<file path="config.mk">
export PLATFORM = sky130hd
export DESIGN_NAME = sel_sort_engine_flat
export DESIGN_NICKNAME = d
export VERILOG_FILES = /design/src/rtl/sel_sort_pkg.sv /design/src/rtl/sel_sort_engine_if.sv /design/src/rtl/sel_sort_regfile.sv /design/src/rtl/sel_sort_engine.sv /design/src/flat_wrapper.sv
export SDC_FILE = /design/constraint.sdc
export NUM_CORES = 1
export LEC_CHECK = 0
export ABC_AREA = 1
export ABC_CLOCK_PERIOD_IN_PS = 4400
export CORE_UTILIZATION = 35
export CTS_BUF_LIST = sky130_fd_sc_hd__clkbuf_2 sky130_fd_sc_hd__clkbuf_4 sky130_fd_sc_hd__clkbuf_8
export CTS_CLUSTER_DIAMETER = 200
export DETAILED_ROUTE_END_ITERATION = 12
export GPL_TIMING_DRIVEN = 1
export HOLD_SLACK_MARGIN = 0.12
export RECOVER_POWER = 50
export SETUP_SLACK_MARGIN = 0.05
export SLEW_MARGIN = 0
export SYNTH_ARGS = -nofsm -noshare
export SYNTH_HDL_FRONTEND = slang
export SYNTH_HIERARCHICAL = 1
export SYNTH_SLANG_ARGS = --single-unit
</file>
<file path="constraint.sdc">
create_clock -name clk -period 4.4 [get_ports clk]
set_input_delay 0.88 -clock clk [delete_from_list [all_inputs] [get_ports clk]]
set_output_delay 0.88 -clock clk [all_outputs]
set_load 0.05 [all_outputs]
</file>
<file path="src/rtl/sel_sort_pkg.sv">
// Shared types and constants for the selection-sort engine.
package sel_sort_pkg;

    // Width of the swap / comparison statistics counters.
    localparam int unsigned CNT_W = 16;

    // Sort controller states.
    typedef enum logic [2:0] {
        IDLE,
        PASS_INIT,
        SCAN,
        SWAP,
        DONE
    } sort_state_t;

endpackage

</file>
<file path="src/rtl/sel_sort_engine_if.sv">
// Host-side bus of the selection-sort engine: control, write port, read port, status.
interface sel_sort_engine_if
    import sel_sort_pkg::*;
#(
    parameter int unsigned DATA_W = 8,
    parameter int unsigned DEPTH  = 8
);
    localparam int unsigned IDX_W = $clog2(DEPTH);

    logic              start;
    logic              desc;
    logic              wr_en;
    logic [IDX_W-1:0]  wr_addr;
    logic [DATA_W-1:0] wr_data;
    logic [IDX_W-1:0]  rd_addr;
    logic [DATA_W-1:0] rd_data;
    logic              busy;
    logic              done;
    logic [CNT_W-1:0]  swap_cnt;
    logic [CNT_W-1:0]  cmp_cnt;

    modport master (
        output start, desc, wr_en, wr_addr, wr_data, rd_addr,
        input  rd_data, busy, done, swap_cnt, cmp_cnt
    );

    modport slave (
        input  start, desc, wr_en, wr_addr, wr_data, rd_addr,
        output rd_data, busy, done, swap_cnt, cmp_cnt
    );

endinterface

</file>
<file path="src/rtl/sel_sort_regfile.sv">
// Key storage: DEPTH x DATA_W registers with one host write port, one
// dual-write swap port (both entries updated on the same edge) and two
// combinational read ports. Host write and swap are never active together.
module sel_sort_regfile #(
    parameter int unsigned DATA_W = 8,
    parameter int unsigned DEPTH  = 8,
    localparam int unsigned IDX_W = $clog2(DEPTH)
) (
    input  logic              clk,
    input  logic              rst,
    input  logic              wr_en_i,
    input  logic [IDX_W-1:0]  wr_addr_i,
    input  logic [DATA_W-1:0] wr_data_i,
    input  logic              sw_en_i,
    input  logic [IDX_W-1:0]  sw_a_addr_i,
    input  logic [DATA_W-1:0] sw_a_data_i,
    input  logic [IDX_W-1:0]  sw_b_addr_i,
    input  logic [DATA_W-1:0] sw_b_data_i,
    input  logic [IDX_W-1:0]  ra_addr_i,
    output logic [DATA_W-1:0] ra_data_o,
    input  logic [IDX_W-1:0]  rb_addr_i,
    output logic [DATA_W-1:0] rb_data_o
);

    logic [DATA_W-1:0] mem_q [DEPTH];

    // Storage update: clear on reset, otherwise host write or swap pair.
    always_ff @(posedge clk or posedge rst) begin
        if (rst) begin
            for (int unsigned k = 0; k < DEPTH; k++) begin
                mem_q[k] <= '0;
            end
        end else begin
            if (wr_en_i) begin
                mem_q[wr_addr_i] <= wr_data_i;
            end
            if (sw_en_i) begin
                mem_q[sw_a_addr_i] <= sw_a_data_i;
                mem_q[sw_b_addr_i] <= sw_b_data_i;
            end
        end
    end

    assign ra_data_o = mem_q[ra_addr_i];
    assign rb_data_o = mem_q[rb_addr_i];

endmodule

</file>
<file path="src/rtl/sel_sort_engine.sv">
// In-place selection sort over DEPTH keys. Each pass scans for the extreme
// key from i+1 upward and performs at most one swap, so run time depends only
// on DEPTH. Define SEL_SORT_STATS_EN to build the swap/comparison counters;
// otherwise swap_cnt and cmp_cnt read as constant zero.
module sel_sort_engine
    import sel_sort_pkg::*;
#(
    parameter int unsigned DATA_W = 8,
    parameter int unsigned DEPTH  = 8
) (
    input  logic             clk,
    input  logic             reset,
    sel_sort_engine_if.slave bus
);

    localparam int unsigned IDX_W = $clog2(DEPTH);
    localparam logic [IDX_W-1:0] LAST_J = IDX_W'(DEPTH - 1);
    localparam logic [IDX_W-1:0] LAST_I = IDX_W'(DEPTH - 2);

    sort_state_t       state_q, state_d;
    logic [IDX_W-1:0]  i_q, i_d;
    logic [IDX_W-1:0]  j_q, j_d;
    logic [IDX_W-1:0]  min_idx_q, min_idx_d;
    logic [DATA_W-1:0] min_val_q, min_val_d;
    logic              desc_q, desc_d;

    logic              idle_like;
    logic              accept;
    logic              host_we;
    logic              swap_do;
    logic              better;
    logic [IDX_W-1:0]  int_raddr;
    logic [DATA_W-1:0] int_rdata;

    assign idle_like = (state_q == IDLE) || (state_q == DONE);
    assign accept    = idle_like && bus.start;
    assign host_we   = idle_like && bus.wr_en;
    assign swap_do   = (state_q == SWAP) && (min_idx_q != i_q);
    // SCAN reads the candidate at j; PASS_INIT and SWAP both need mem[i].
    assign int_raddr = (state_q == SCAN) ? j_q : i_q;
    assign better    = desc_q ? (int_rdata > min_val_q) : (int_rdata < min_val_q);

    sel_sort_regfile #(
        .DATA_W (DATA_W),
        .DEPTH  (DEPTH)
    ) u_regfile (
        .clk         (clk),
        .rst         (reset),
        .wr_en_i     (host_we),
        .wr_addr_i   (bus.wr_addr),
        .wr_data_i   (bus.wr_data),
        .sw_en_i     (swap_do),
        .sw_a_addr_i (i_q),
        .sw_a_data_i (min_val_q),
        .sw_b_addr_i (min_idx_q),
        .sw_b_data_i (int_rdata),
        .ra_addr_i   (int_raddr),
        .ra_data_o   (int_rdata),
        .rb_addr_i   (bus.rd_addr),
        .rb_data_o   (bus.rd_data)
    );

    // Controller state and pass/scan registers.
    always_ff @(posedge clk or posedge reset) begin
        if (reset) begin
            state_q   <= IDLE;
            i_q       <= '0;
            j_q       <= IDX_W'(1);
            min_idx_q <= '0;
            min_val_q <= '0;
            desc_q    <= 1'b0;
        end else begin
            state_q   <= state_d;
            i_q       <= i_d;
            j_q       <= j_d;
            min_idx_q <= min_idx_d;
            min_val_q <= min_val_d;
            desc_q    <= desc_d;
        end
    end

    // Next-state logic: pass setup, scan for the extreme key, single swap.
    always_comb begin
        state_d   = state_q;
        i_d       = i_q;
        j_d       = j_q;
        min_idx_d = min_idx_q;
        min_val_d = min_val_q;
        desc_d    = desc_q;
        case (state_q)
            IDLE, DONE: begin
                if (accept) begin
                    desc_d  = bus.desc;
                    i_d     = '0;
                    state_d = PASS_INIT;
                end else if ((state_q == DONE) && bus.wr_en) begin
                    state_d = IDLE;
                end
            end
            PASS_INIT: begin
                min_idx_d = i_q;
                min_val_d = int_rdata;
                j_d       = i_q + IDX_W'(1);
                state_d   = SCAN;
            end
            SCAN: begin
                if (better) begin
                    min_idx_d = j_q;
                    min_val_d = int_rdata;
                end
                if (j_q == LAST_J) begin
                    state_d = SWAP;
                end else begin
                    j_d = j_q + IDX_W'(1);
                end
            end
            SWAP: begin
                if (i_q == LAST_I) begin
                    state_d = DONE;
                end else begin
                    i_d     = i_q + IDX_W'(1);
                    state_d = PASS_INIT;
                end
            end
            default: state_d = IDLE;
        endcase
    end

    assign bus.busy = (state_q == PASS_INIT) || (state_q == SCAN) || (state_q == SWAP);
    assign bus.done = (state_q == DONE);

`ifdef SEL_SORT_STATS_EN
    logic [CNT_W-1:0] swap_cnt_q, swap_cnt_d;
    logic [CNT_W-1:0] cmp_cnt_q, cmp_cnt_d;

    // Saturating statistics, cleared when a sort is accepted.
    always_comb begin
        swap_cnt_d = swap_cnt_q;
        cmp_cnt_d  = cmp_cnt_q;
        if (accept) begin
            swap_cnt_d = '0;
            cmp_cnt_d  = '0;
        end else begin
            if ((state_q == SCAN) && (cmp_cnt_q != '1)) begin
                cmp_cnt_d = cmp_cnt_q + CNT_W'(1);
            end
            if (swap_do && (swap_cnt_q != '1)) begin
                swap_cnt_d = swap_cnt_q + CNT_W'(1);
            end
        end
    end

    // Statistics registers.
    always_ff @(posedge clk or posedge reset) begin
        if (reset) begin
            swap_cnt_q <= '0;
            cmp_cnt_q  <= '0;
        end else begin
            swap_cnt_q <= swap_cnt_d;
            cmp_cnt_q  <= cmp_cnt_d;
        end
    end

    assign bus.swap_cnt = swap_cnt_q;
    assign bus.cmp_cnt  = cmp_cnt_q;
`else
    assign bus.swap_cnt = '0;
    assign bus.cmp_cnt  = '0;
`endif

endmodule
</file>
<file path="src/flat_wrapper.sv">
// flat-port wrapper written by rule: the top's interface ports become plain ports
module sel_sort_engine_flat import sel_sort_pkg::*;
#(
    parameter int unsigned DATA_W = 8,
    parameter int unsigned DEPTH  = 8
)
  (clk, reset, bus_start, bus_desc, bus_wr_en, bus_wr_addr, bus_wr_data, bus_rd_addr, bus_rd_data, bus_busy, bus_done, bus_swap_cnt, bus_cmp_cnt);
  sel_sort_engine_if #(.DATA_W(DATA_W), .DEPTH(DEPTH)) bus_i ();
  input  logic clk;
  input  logic reset;
  input wire logic [$bits(bus_i.start)-1:0] bus_start;
  input wire logic [$bits(bus_i.desc)-1:0] bus_desc;
  input wire logic [$bits(bus_i.wr_en)-1:0] bus_wr_en;
  input wire logic [$bits(bus_i.wr_addr)-1:0] bus_wr_addr;
  input wire logic [$bits(bus_i.wr_data)-1:0] bus_wr_data;
  input wire logic [$bits(bus_i.rd_addr)-1:0] bus_rd_addr;
  output wire logic [$bits(bus_i.rd_data)-1:0] bus_rd_data;
  output wire logic [$bits(bus_i.busy)-1:0] bus_busy;
  output wire logic [$bits(bus_i.done)-1:0] bus_done;
  output wire logic [$bits(bus_i.swap_cnt)-1:0] bus_swap_cnt;
  output wire logic [$bits(bus_i.cmp_cnt)-1:0] bus_cmp_cnt;
  assign bus_i.start = bus_start;
  assign bus_i.desc = bus_desc;
  assign bus_i.wr_en = bus_wr_en;
  assign bus_i.wr_addr = bus_wr_addr;
  assign bus_i.wr_data = bus_wr_data;
  assign bus_i.rd_addr = bus_rd_addr;
  assign bus_rd_data = bus_i.rd_data;
  assign bus_busy = bus_i.busy;
  assign bus_done = bus_i.done;
  assign bus_swap_cnt = bus_i.swap_cnt;
  assign bus_cmp_cnt = bus_i.cmp_cnt;
  sel_sort_engine #(.DATA_W(DATA_W), .DEPTH(DEPTH)) u_core (.clk(clk), .reset(reset), .bus(bus_i));
endmodule
</file>
==> results of run 1 <==
==> power by group through the flow <==
stage                     logic [uW]  clock network [uW]  registers (uW)
after floorplan                 3300                   0            1390
after global placement          3960                   0            1660
after detailed placement        4000                   0            1660
after CTS                       4010                 631            1640
after global routing            4570                 663            1700
final                           4110                 615            1670
==> routing by layer <==
metal  vias to the layer above  routed length [um]
li1                       3668                   -
met1                      3382               11600
met2                       316               11300
met3                        56                1870
met4                         0                 854
met5                         -                   0
==> registers in the layout, indices dropped and copies added, names as in the netlist <==
register / cells
u_core/state_q: 3
u_core/desc_q: 1
u_core/min_val_q: 8
u_core/i_q: 3
u_core/u_regfile/mem_q: 64
u_core/min_idx_q: 3
u_core/j_q: 3
==> worst register-to-register path, stage by stage, from the launching register on <==
cell and delay (ns):
dfrtp_1 0.46, nor3_4 0.41, inv_1 0.16, o21ai_0 0.19
clkinv_1 0.15, buf_12 0.22, o211ai_1 0.31, nand2_1 0.08
nand2_1 0.07, nand2_1 0.11, ha_1 0.30, nand2_1 0.06
nor2_1 0.14, nand4_1 0.09, nand2_1 0.07, nand2_1 0.05
nand3_1 0.07, nand2_1 0.25, nand2_1 0.15, nand2_1 0.06
==> synth_stat cells (6+ instances only) <==
cell type  number  area share
buf_4          32       0.033
buf_6          10       0.015
nor2_1         24       0.012
o21ai_0        48       0.033
a21oi_1        24       0.016
o211ai_1       50       0.051
clkbuf_1        9      0.0046
dfrtp_1        84        0.29
nand2_1       568        0.29
ha_1           12       0.021
buf_2          21       0.014
inv_2          11      0.0057
nor2_2          6      0.0051
nand4_1        12       0.010
inv_1          93       0.048
nand3_1        89       0.061
nand2_2        10      0.0086
o21ai_1        32       0.022
==> cells by family (layout without fill, tap and decap cells) <==
family | count (synthesis) | count (layout)
compound gates | 163 | 163
xor+xnor | 1 | 1
fa+ha+maj | 12 | 12
buf+inv | 192 | 167
flops | 85 | 85
other cells | 1 | 32
simple gates | 720 | 720
==> final cells by class <==
class	count	area, sq um	share of cell area
flip-flops and latches	85	2130	0.277
clock inverters	7	82.6	0.0108
clock buffers	9	124	0.0161
repair buffers	46	395	0.0515
inverters	105	395	0.0515
well taps	270	338	0.0440
multi-input cells	928	4210	0.549
==> through the flow <==
stage	cell area [sq um]	hold slack, ns	instances	utilization	total power [uW]
finish	7670	0.529	1450	0.377	6390
global route	7670	0.561	1450	0.377	6930
CTS	7680	0.531	1450	0.377	6290
detailed placement	7480	0.505	1434	0.367	5660
global placement	7480	0.508	1434	0.367	5630
floorplan	7420	0.463	1205	-	4690
==> worst min path at each step <==
| stage | start | end | slack [ns] | depth (start not counted) |
|---|---|---|---|---|
| 3_5_place_dp | u_core/desc_q$_DFFE_PP0N_ | u_core/desc_q$_DFFE_PP0N_ | 0.50 | 2 |
| 3_3_place_gp | u_core/desc_q$_DFFE_PP0N_ | u_core/desc_q$_DFFE_PP0N_ | 0.51 | 2 |
| 5_1_grt | u_core/desc_q$_DFFE_PP0N_ | u_core/desc_q$_DFFE_PP0N_ | 0.56 | 2 |
| 2_1_floorplan | u_core/desc_q$_DFFE_PP0N_ | u_core/desc_q$_DFFE_PP0N_ | 0.46 | 2 |
| 6_report | u_core/desc_q$_DFFE_PP0N_ | u_core/desc_q$_DFFE_PP0N_ | 0.53 | 2 |
| 4_1_cts | u_core/desc_q$_DFFE_PP0N_ | u_core/desc_q$_DFFE_PP0N_ | 0.53 | 2 |
==> results by group, run 1 <==
Run status
  – Outcome: complete, but fails checks
  – Failing checks: max-capacitance violations, max-slew violations

CTS
  – Number of hold buffers added after CTS: 0
  – Clock transition at path regs: 0.10 ns
  – Num Clock Sinks: 85
  – Post CTS Setup Buffer Count: 0
  – H-tree levels: 3
  – Clk root buf: clkbuf_8
  – Num CTS Buffers: 9
  – Later-pin clock latency in the skew report: around 0.40 ns
  – Post-CTS Resized: 0
  – Clk buf depth: 2
  – CTS tree: done

Power and ir drop
  – Pint: 2720 uW
  – Reg power frac: 0.261
  – Comb pwr share: 0.643
  – Power density over cell area: 833 nW/um^2
  – IR drop worst, VDD: around 0.47 mV
  – Sw Pwr: 3670 uW
  – Switching portion of total power: 0.574
  – Clock power frac: 0.096
  – Leak: 0.00410 uW

Global route
  – Most used routing layer in global routing: met2
  – Grt met1 use: 0.342
  – Vias in the first global route: 6,549
  – Largest net degree at the start of global routing: 66
  – Total track usage: 0.243
  – Met2 global-route usage: 0.367
  – Met3 Use GR: 0.0366
  – First-pass GRT wire length: 39,300 um
  – Initial antenna violation count: 0
  – Total global routing overflow: 0

STA
  – Final setup margin: 0.905 ns
  – Hold Fails Final Rpt: 0
  – Max_slew headroom: -0.326
  – Clock skew: 0.0135 ns
  – Tmin final: 3.49 ns
  – Worst-Margin Slew: around 2 ns
  – Setup TNS: 0 ns
  – Final worst path period share: 0.794
  – Final setup violation count: 0
  – Highest Clock Rate: 0.286 GHz
  – RSZ-0062 raised after global routing: false
  – Slew Viols, Final: 45

Synthesis
  – Synth Area in Compound Gates: 0.132
  – Simple-Gate Fraction of Synth Area: 0.404
  – Avg Inst Size Synth: slightly above 6 sq um
  – Seq/Total Area, Yosys: 0.291
  – Synth cell types: 38
  – Syn Inst Count: 1,174
  – Multiplexer area fraction after synthesis: 0
  – Commonest register cell after synthesis: dfrtp_1
  – Main combinational cell family by area after synthesis: simple AND/OR/NAND/NOR gates
  – Mapped Area: about 7300 sq um
  – Post-synth ARST share: 1.00
  – FF+latch count, synth: between 80 and 90
  – Synth warn: 6
  – Number of enable flip-flop cells after synthesis: 0
  – Xor/xnor share of the synthesized area: 0.00120
  – Post-Synth Adder-Cell Area: 0.0206

Layout
  – Layout cell share with drive strength beyond 1: 0.0686
  – Commonest non-fill, non-tap cell in the layout: nand2_1
  – Area delta synth->final: 5.02%
  – Diodes inserted: 0
  – Final #Nets: 1,206
  – Most frequent cells in the layout: nand2_1 (568), inv_1 (93), nand3_1 (89), dfrtp_1 (84), o211ai_1 (50)
  – Filler Cell Count: between 2,000 and 2,500

Routing
  – Number of vias in the routed layout: 7,422
  – Vias per cell: just over 5
  – Wire length per cell: ~18 um
  – Initial DRC Count: just under 1,000
  – Remaining DRCs: 0
  – Detail Route Antenna Nets: 0
  – TritonRoute pass-1 iters: 5
  – Routed Wire Length: between 20,000 and 30,000 um

Run
  – Max-cap violations: 1

Floorplan
  – Core area: just over 20,000 sq um
  – Cell Rows: 52
  – Die footprint: around 21,000 sq um
  – Initial Util: 0.359
  – Chip width: between 100 and 150 um
  – Die height: 146 um
  – I/O pin count: 61

Place
  – HPWL Detailed: roughly 18,000 um
  – Place WS: 0.997 ns
  – IO buf count: 28
  – Placer Congestion: 0.956

Setup path
  – CP Buf/Inv Count: 3
  – Last element of the critical path: u_core/min_val_q[0]$_DFFE_PP0P_
  – Type of the worst setup path: reg -> reg
  – WP data required: 4.68 ns
  – CP cell instances: nor3_4 > inv_1 > o21ai_0 > clkinv_1 > buf_12 > o211ai_1 > nand2_1 > nand2_1 > nand2_1 > ha_1 > nand2_1 > nor2_1 > nand4_1 > nand2_1 > nand2_1 > nand3_1 > nand2_1 > nand2_1 > nand2_1
  – Reg-to-reg setup timing slack: 0.91 ns
  – Slowest stage delay, CP: roughly 0.46 ns
  – FF-to-FF End: u_core/min_val_q[0]$_DFFE_PP0P_
  – R2r worst-path depth: 19
  – Worst setup SP type: register
  – Worst path slowest cell: dfrtp_1
  – Most used cell, CP: nand2_1
  – Crit. Startpoint: u_core/state_q[2]$_DFFE_PP0P_
  – CP top delay family: simple AND/OR/NAND/NOR gates
  – Worst Path Arrival: 3.78 ns
  – Crit end category: register
  – CP Depth: 19
  – RR Startpoint: u_core/state_q[2]$_DFFE_PP0P_
  – Worst-path fanout max: 65

Min path
  – Hold WC Path Type: reg -> reg
Power figures use the tool's default switching activity.
==> run 2, diff against run 1 <==
- ABC_CLOCK_PERIOD_IN_PS: 4400 -> 3400
- clock period: 4.4 -> 3.4 ns (I/O delays scaled with it)
==> results by group, run 2 (synthesis results as in run 1) <==
Layout
  – Layout cell share with drive strength beyond 1: 0.0814 (+0.0128)
  – Top flop regs: u_core/u_regfile/mem_q (64), u_core/min_val_q (8)
  – Final #Nets: 1,217 (+0.91%)
  – Seq. cell area: 2130 sq um (unchanged)
  – Area delta synth->final: 8.07%
  – Most frequent cells in the layout: nand2_1 (567), inv_1 (92), nand3_1 (89), dfrtp_1 (84), o211ai_1 (50)
  – Most flop-heavy register: u_core/u_regfile/mem_q
  – Filler Cell Count: 2,218 (-1.8%)
  – Area of the multi-input gates: 4220 sq um (+0.18%)
  – Layout Cells excl Fill: 1,462 (+0.83%)
  – Max reg flops: 64 (unchanged)
  – Commonest non-fill, non-tap cell in the layout: nand2_1

CTS
  – Number of hold buffers added after CTS: 0 (unchanged)
  – Clk buf depth: 2 (unchanged)
  – CTS tree: done
  – Num Clock Sinks: 85 (unchanged)
  – Clock transition at path regs: 0.10 ns (about the same)
  – Clk root buf: clkbuf_8
  – Later-pin clock latency in the skew report: 0.40 ns (about the same)
  – H-tree levels: 3 (unchanged)
  – Num CTS Buffers: 9 (unchanged)

STA
  – Slew Viols, Final: 0 (-100%)
  – Final worst path period share: 0.908 (+0.114)
  – Final setup violation count: 0 (unchanged)
  – Clock skew: 0.0222 ns (+0.00866 ns)
  – Worst-Margin Slew: 1.14 ns (-0.842 ns)
  – Tmin final: 3.09 ns (-0.407 ns)
  – Highest Clock Rate: 0.324 GHz (+13%)
  – Setup TNS: 0 ns (unchanged)
  – Hold Fails Final Rpt: 0 (unchanged)
  – Max_slew headroom: 0.237 (+0.563)
  – RSZ-0062 raised after global routing: false

Floorplan
  – I/O pin count: 61 (unchanged)
  – Initial Util: 0.359 (unchanged)
  – Core area: 20,400 sq um (unchanged)
  – Die footprint: 21,500 sq um (unchanged)
  – Die height: 146 um (unchanged)
  – Cell Rows: 52 (unchanged)
  – Chip width: 146 um (unchanged)

Setup path
  – CP cell instances: nor3_4 > buf_4 > nand2_1 > o21ai_2 > buf_6 > a21oi_1 > o21ai_0 > nand2_1 > nand2_1 > nand2_1 > ha_1 > a21oi_1 > nor2_1 > nor2_1 > nand2_1 > nand2_1 > nand3_1 > buf_4 > nand3_1 > nand2_1
  – Worst-path fanout max: 25 (-62%)
  – Type of the worst setup path: reg -> reg
  – CP top delay family: simple AND/OR/NAND/NOR gates
  – Worst setup SP type: register
  – Worst path slowest cell: dfrtp_1
  – Crit end category: register
  – RR Startpoint: u_core/state_q[2]$_DFFE_PP0P_
  – WP data required: 3.68 ns (-1.00 ns)
  – Most used cell, CP: nand2_1
  – Reg-to-reg setup timing slack: 0.31 ns (-0.59 ns)
  – Worst Path Arrival: 3.37 ns (-0.41 ns)
  – CP Buf/Inv Count: 3 (unchanged)
  – R2r worst-path depth: 20 (+1)
  – Slowest stage delay, CP: 0.47 ns (about the same)
  – FF-to-FF End: u_core/min_idx_q[2]$_DFFE_PP0P_
  – CP Depth: 20 (+1)

Routing
  – TritonRoute pass-1 iters: 6 (+1)
  – Number of vias in the routed layout: 7,660 (+3.2%)
  – Vias per cell: 5.24 (+2.4%)
  – Initial DRC Count: 1,023 (+5.8%)
  – Detail Route Antenna Nets: 0 (unchanged)
  – Wire length per cell: 18.2 um (+3.1%)
  – Remaining DRCs: 0 (unchanged)
  – Routed Wire Length: 26,600 um (+4.0%)

Min path
  – Cell depth of the worst min-delay path: 2 (unchanged)
  – Hold Path End: u_core/j_q[0]$_DFFE_PP1P_
  – Hold WC Path Type: reg -> reg
  – HP Start: u_core/j_q[0]$_DFFE_PP1P_

Global route
  – Total track usage: 0.246 (+0.00340)
  – Total global routing overflow: 0 (unchanged)
  – First-pass GRT wire length: 39,400 um (+0.30%)
  – Largest net degree at the start of global routing: 66 (unchanged)
  – Vias in the first global route: 6,429 (-1.8%)
  – Initial antenna violation count: 0 (unchanged)

Place
  – HPWL Detailed: 19,100 um (+3.6%)
  – Placer Congestion: 0.940 (-1.7%)
  – Placed insts: 1,444 (+0.70%)
  – IO buf count: 28 (unchanged)

Run
  – Max-cap violations: 0 (-1)

Power and ir drop
  – Leak: 0.00421 uW (+2.8%)
  – Power density over cell area: 1080 nW/um^2 (+30%)
  – IR drop worst, VDD: 0.577 mV (+24%)

Run status
  – Outcome: completed
==> run 2: worst min-delay path, cell delays in order (launching register included) <==
cell     delay [ns]
dfstp_2        0.39
nor2_1         0.09
a21oi_1        0.04
==> run 2: area by class of cell <==
| cell class | instances | area share |
|---|---|---|
| clock buffers | 9 | 0.0157 |
| flip-flops and latches | 85 | 0.270 |
| well taps | 270 | 0.0428 |
| repair buffers | 57 | 0.0781 |
| clock inverters | 7 | 0.00935 |
| inverters | 105 | 0.0501 |
| diodes | 1 | 0.000317 |
| multi-input cells | 928 | 0.534 |
==> run 2: routing by layer <==
metal  vias to the layer above  global-route usage  routed length (um)
li1                       3703                   -                   -
met1                      3470               0.345               11600
met2                       411               0.377               11700
met3                        76              0.0419                2320
met4                         0              0.0932                1050
met5                         -                   0                   0
==> run 2: worst max-delay path by stage <==
stage                                  startpoint                               to  slack, ns
finish              u_core/state_q[2]$_DFFE_PP0P_  u_core/min_idx_q[2]$_DFFE_PP0P_       0.31
global route        u_core/state_q[2]$_DFFE_PP0P_  u_core/min_val_q[5]$_DFFE_PP0P_       0.05
CTS                 u_core/state_q[2]$_DFFE_PP0P_  u_core/min_idx_q[2]$_DFFE_PP0P_       0.25
detailed placement  u_core/state_q[2]$_DFFE_PP0P_  u_core/min_idx_q[2]$_DFFE_PP0P_       0.26
global placement    u_core/state_q[2]$_DFFE_PP0P_  u_core/min_idx_q[1]$_DFFE_PP0P_       0.29
floorplan           u_core/state_q[2]$_DFFE_PP0P_  u_core/min_idx_q[1]$_DFFE_PP0P_       0.33
==> run 2: per-stage QoR <==
step | power, uW | worst slack (ns) | instance area [sq um] | hold WS (ns) | util
3_3_place_gp | 7530 | 0.290 | 7680 | 0.507 | 0.377
6_report | 8550 | 0.313 | 7900 | 0.525 | 0.388
4_1_cts | 8350 | 0.252 | 7870 | 0.524 | 0.387
5_1_grt | 9220 | 0.0477 | 7890 | 0.560 | 0.388
3_5_place_dp | 7560 | 0.261 | 7680 | 0.509 | 0.377
2_1_floorplan | 6070 | 0.326 | 7420 | 0.463 | -
==> run 2: power by group <==
part	switching [uW]	internal [uW]	total, uW
clock network	479	294	773
registers	550	1500	2050
logic	3880	1850	5730
total	4910	3640	8550
==> run 2: what timing repair did <==
item                       CTS  global route
resized for setup            0             6
hold endpoints to repair     0             0
setup endpoints to repair    0            11
setup buffers                0             0
==> run 3, diff against run 2 <==
- SETUP_SLACK_MARGIN: 0.05 -> 0.5
==> results by group, run 3 (synthesis results as in run 1) <==
Floorplan
  – Initial Util: 0.359 (unchanged)
  – I/O pin count: 61 (unchanged)
  – Die footprint: 21,500 sq um (unchanged)
  – Cell Rows: 52 (unchanged)
  – Chip width: 146 um (unchanged)
  – Die height: 146 um (unchanged)
  – Core area: 20,400 sq um (unchanged)

STA
  – Highest Clock Rate: 0.318 GHz (-1.7%)
  – Hold Fails Final Rpt: 0 (unchanged)
  – Worst-Margin Slew: 1.22 ns (+0.0722 ns)
  – Final worst path period share: 0.924 (+0.0158)
  – Final setup violation count: 0 (unchanged)
  – Max_slew headroom: 0.188 (-0.0490)
  – RSZ-0062 raised after global routing: true
  – Tmin final: 3.14 ns (+0.0536 ns)
  – Slew Viols, Final: 0 (unchanged)
  – Clock skew: 0.0114 ns (-0.0108 ns)
  – Setup TNS: 0 ns (unchanged)
  – Hold slack: 0.536 ns (+0.0115 ns)

Setup path
  – Crit end category: register
  – Worst setup SP type: register
  – WP data required: 3.68 ns (about the same)
  – Worst-path fanout max: 10 (-60%)
  – Type of the worst setup path: reg -> reg
  – Worst Path Arrival: 3.42 ns (+0.05 ns)

CTS
  – Clk buf depth: 2 (unchanged)
  – Num Clock Sinks: 85 (unchanged)
  – Clk root buf: clkbuf_8
  – Num CTS Buffers: 9 (unchanged)
  – Later-pin clock latency in the skew report: 0.39 ns (about the same)
  – Clock transition at path regs: 0.09 ns (about the same)
  – H-tree levels: 3 (unchanged)
  – CTS tree: done
  – Number of hold buffers added after CTS: 0 (unchanged)

Layout
  – Layout Cells excl Fill: 1,470 (+0.55%)
  – Area delta synth->final: 12.4%
  – Layout cell share with drive strength beyond 1: 0.118 (+0.0369)
  – Area of the multi-input gates: 4370 sq um (+3.7%)
  – Filler Cell Count: 2,234 (+0.72%)
  – Diodes inserted: 0 (-1)
  – Most frequent cells in the layout: nand2_1 (551), inv_1 (89), dfrtp_1 (83), nand3_1 (81), o211ai_1 (50)
  – Commonest non-fill, non-tap cell in the layout: nand2_1
  – Final #Nets: 1,226 (+0.74%)
  – Seq. cell area: 2130 sq um (about the same)
  – Top flop regs: u_core/u_regfile/mem_q (64), u_core/min_val_q (8)
  – Most flop-heavy register: u_core/u_regfile/mem_q
  – Utilization after layout: 0.403 (+0.0154)
  – Max reg flops: 64 (unchanged)

Routing
  – Wire length per cell: 18.0 um (-1.0%)
  – Vias per cell: 5.19 (-0.89%)
  – Detail Route Antenna Nets: 0 (unchanged)
  – Top Metal Used: met4
  – Initial DRC Count: 1,046 (+2.2%)
  – Routed Wire Length: 26,500 um (-0.45%)
  – Remaining DRCs: 0 (unchanged)
  – Number of vias in the routed layout: 7,633 (-0.35%)
  – Met1 WL: 11,200 um (-3.5%)
  – DR WL met2: 11,800 um (+0.93%)
  – Met3 Wirelength: 2500 um (+7.7%)
  – TritonRoute pass-1 iters: 5 (-1)

Global route
  – Total global routing overflow: 0 (unchanged)
  – Largest net degree at the start of global routing: 46 (-30%)
  – Initial antenna violation count: 0 (unchanged)
  – Total track usage: 0.247 (+0.000990)
  – First-pass GRT wire length: 39,800 um (+0.93%)
  – Vias in the first global route: 6,659 (+3.6%)

Power and ir drop
  – Pint: 4150 uW (+14%)
  – Tot Pwr: 9400 uW (+9.9%)
  – Comb pwr share: 0.691 (+0.022)
  – Leak: 0.00430 uW (+2.0%)
  – Clock power frac: 0.081 (-0.009)
  – Sw Pwr: 5240 uW (+6.8%)
  – IR drop worst, VDD: 0.551 mV (-4.4%)
  – Reg power frac: 0.228 (-0.012)
  – Power density over cell area: 1140 nW/um^2 (+5.7%)
  – Switching portion of total power: 0.558 (-0.0161)

Place
  – HPWL Detailed: 18,700 um (-2.2%)
  – IO buf count: 28 (unchanged)
  – Placer Congestion: 0.956 (+1.7%)
  – Placed insts: 1,439 (-0.35%)

Min path
  – Hold WC Path Type: reg -> reg

Run status
  – Outcome: completed

Run
  – Max-cap violations: 0 (unchanged)
run 3: cell count changes in the layout (fill, tap and decap cells not counted), sizes merged, moves of 3 or more:
cell / change
clkbuf: +3
inv: -5
clkinvlp: +3
buf: +5
run 3: path summary, 6_finish.rpt:
check,startpoint,endpoint,slack (ns),cells past startpoint
min in group asynchronous,reset,u_core/min_val_q[5]$_DFFE_PP0P_,0.90,2
worst max-delay path,u_core/state_q[2]$_DFFE_PP0P_,u_core/min_val_q[2]$_DFFE_PP0P_,0.26,20
worst max register to register,u_core/state_q[2]$_DFFE_PP0P_,u_core/min_val_q[2]$_DFFE_PP0P_,0.26,20
max in group asynchronous,reset,u_core/u_regfile/mem_q[16]$_DFF_PP0_,0.70,3
worst min-delay path,u_core/j_q[1]$_DFFE_PP0P_,u_core/j_q[1]$_DFFE_PP0P_,0.54,1
worst min register to register,u_core/j_q[1]$_DFFE_PP0P_,u_core/j_q[1]$_DFFE_PP0P_,0.54,1
run 3: cell type report:
type                            instances  share of cell area
Multi-Input combinational cell        929               0.533
Sequential cell                        85               0.259
Timing Repair Buffer                   65              0.0940
Inverter                              105              0.0483
Tap cell                              270              0.0412
Clock buffer                            9              0.0151
Clock inverter                          7             0.00914
run 3: through the flow:
step	instance area (sq um)	setup WS [ns]
after floorplan	7440	0.515
after global placement	7660	0.464
after detailed placement	7660	0.405
after CTS	7930	0.513
after global routing	8210	0.0814
final	8210	0.259
run 3: repair_timing:
item,in CTS,in global routing
pin swaps,1,29
cloned,1,5
setup endpoints to repair,11,19
setup buffers,1,8
hold endpoints to repair,0,0
gates resized for setup,10,39
run 3: critical path, stage by stage, from the launching register on:
cell	delay, ns
dfrtp_2	0.43
nor3_1	0.31
buf_4	0.24
nand2_1	0.08
o21ai_2	0.15
buf_6	0.20
a21oi_1	0.04
o21ai_0	0.08
nand2_1	0.07
nand2_1	0.07
nand2_2	0.06
ha_1	0.30
a21oi_1	0.16
nor2_1	0.07
nor2_2	0.17
nand2_2	0.07
nand2_2	0.09
nand3_4	0.11
buf_6	0.17
nand3_2	0.05
nand2_1	0.08
run 3: power groups by stage:
stage	Sequential [uW]	Clock (uW)	Combinational [uW]
2_1_floorplan	1800	0	4330
3_3_place_gp	2120	0	5420
3_5_place_dp	2130	0	5470
4_1_cts	2110	786	5670
5_1_grt	2170	826	7080
6_report	2140	764	6490
run 3: metal layers:
metal	global-route usage	vias to the layer above
met5	0	-
met4	0.101	0
met3	0.0497	59
met2	0.380	359
met1	0.338	3493
li1	-	3722
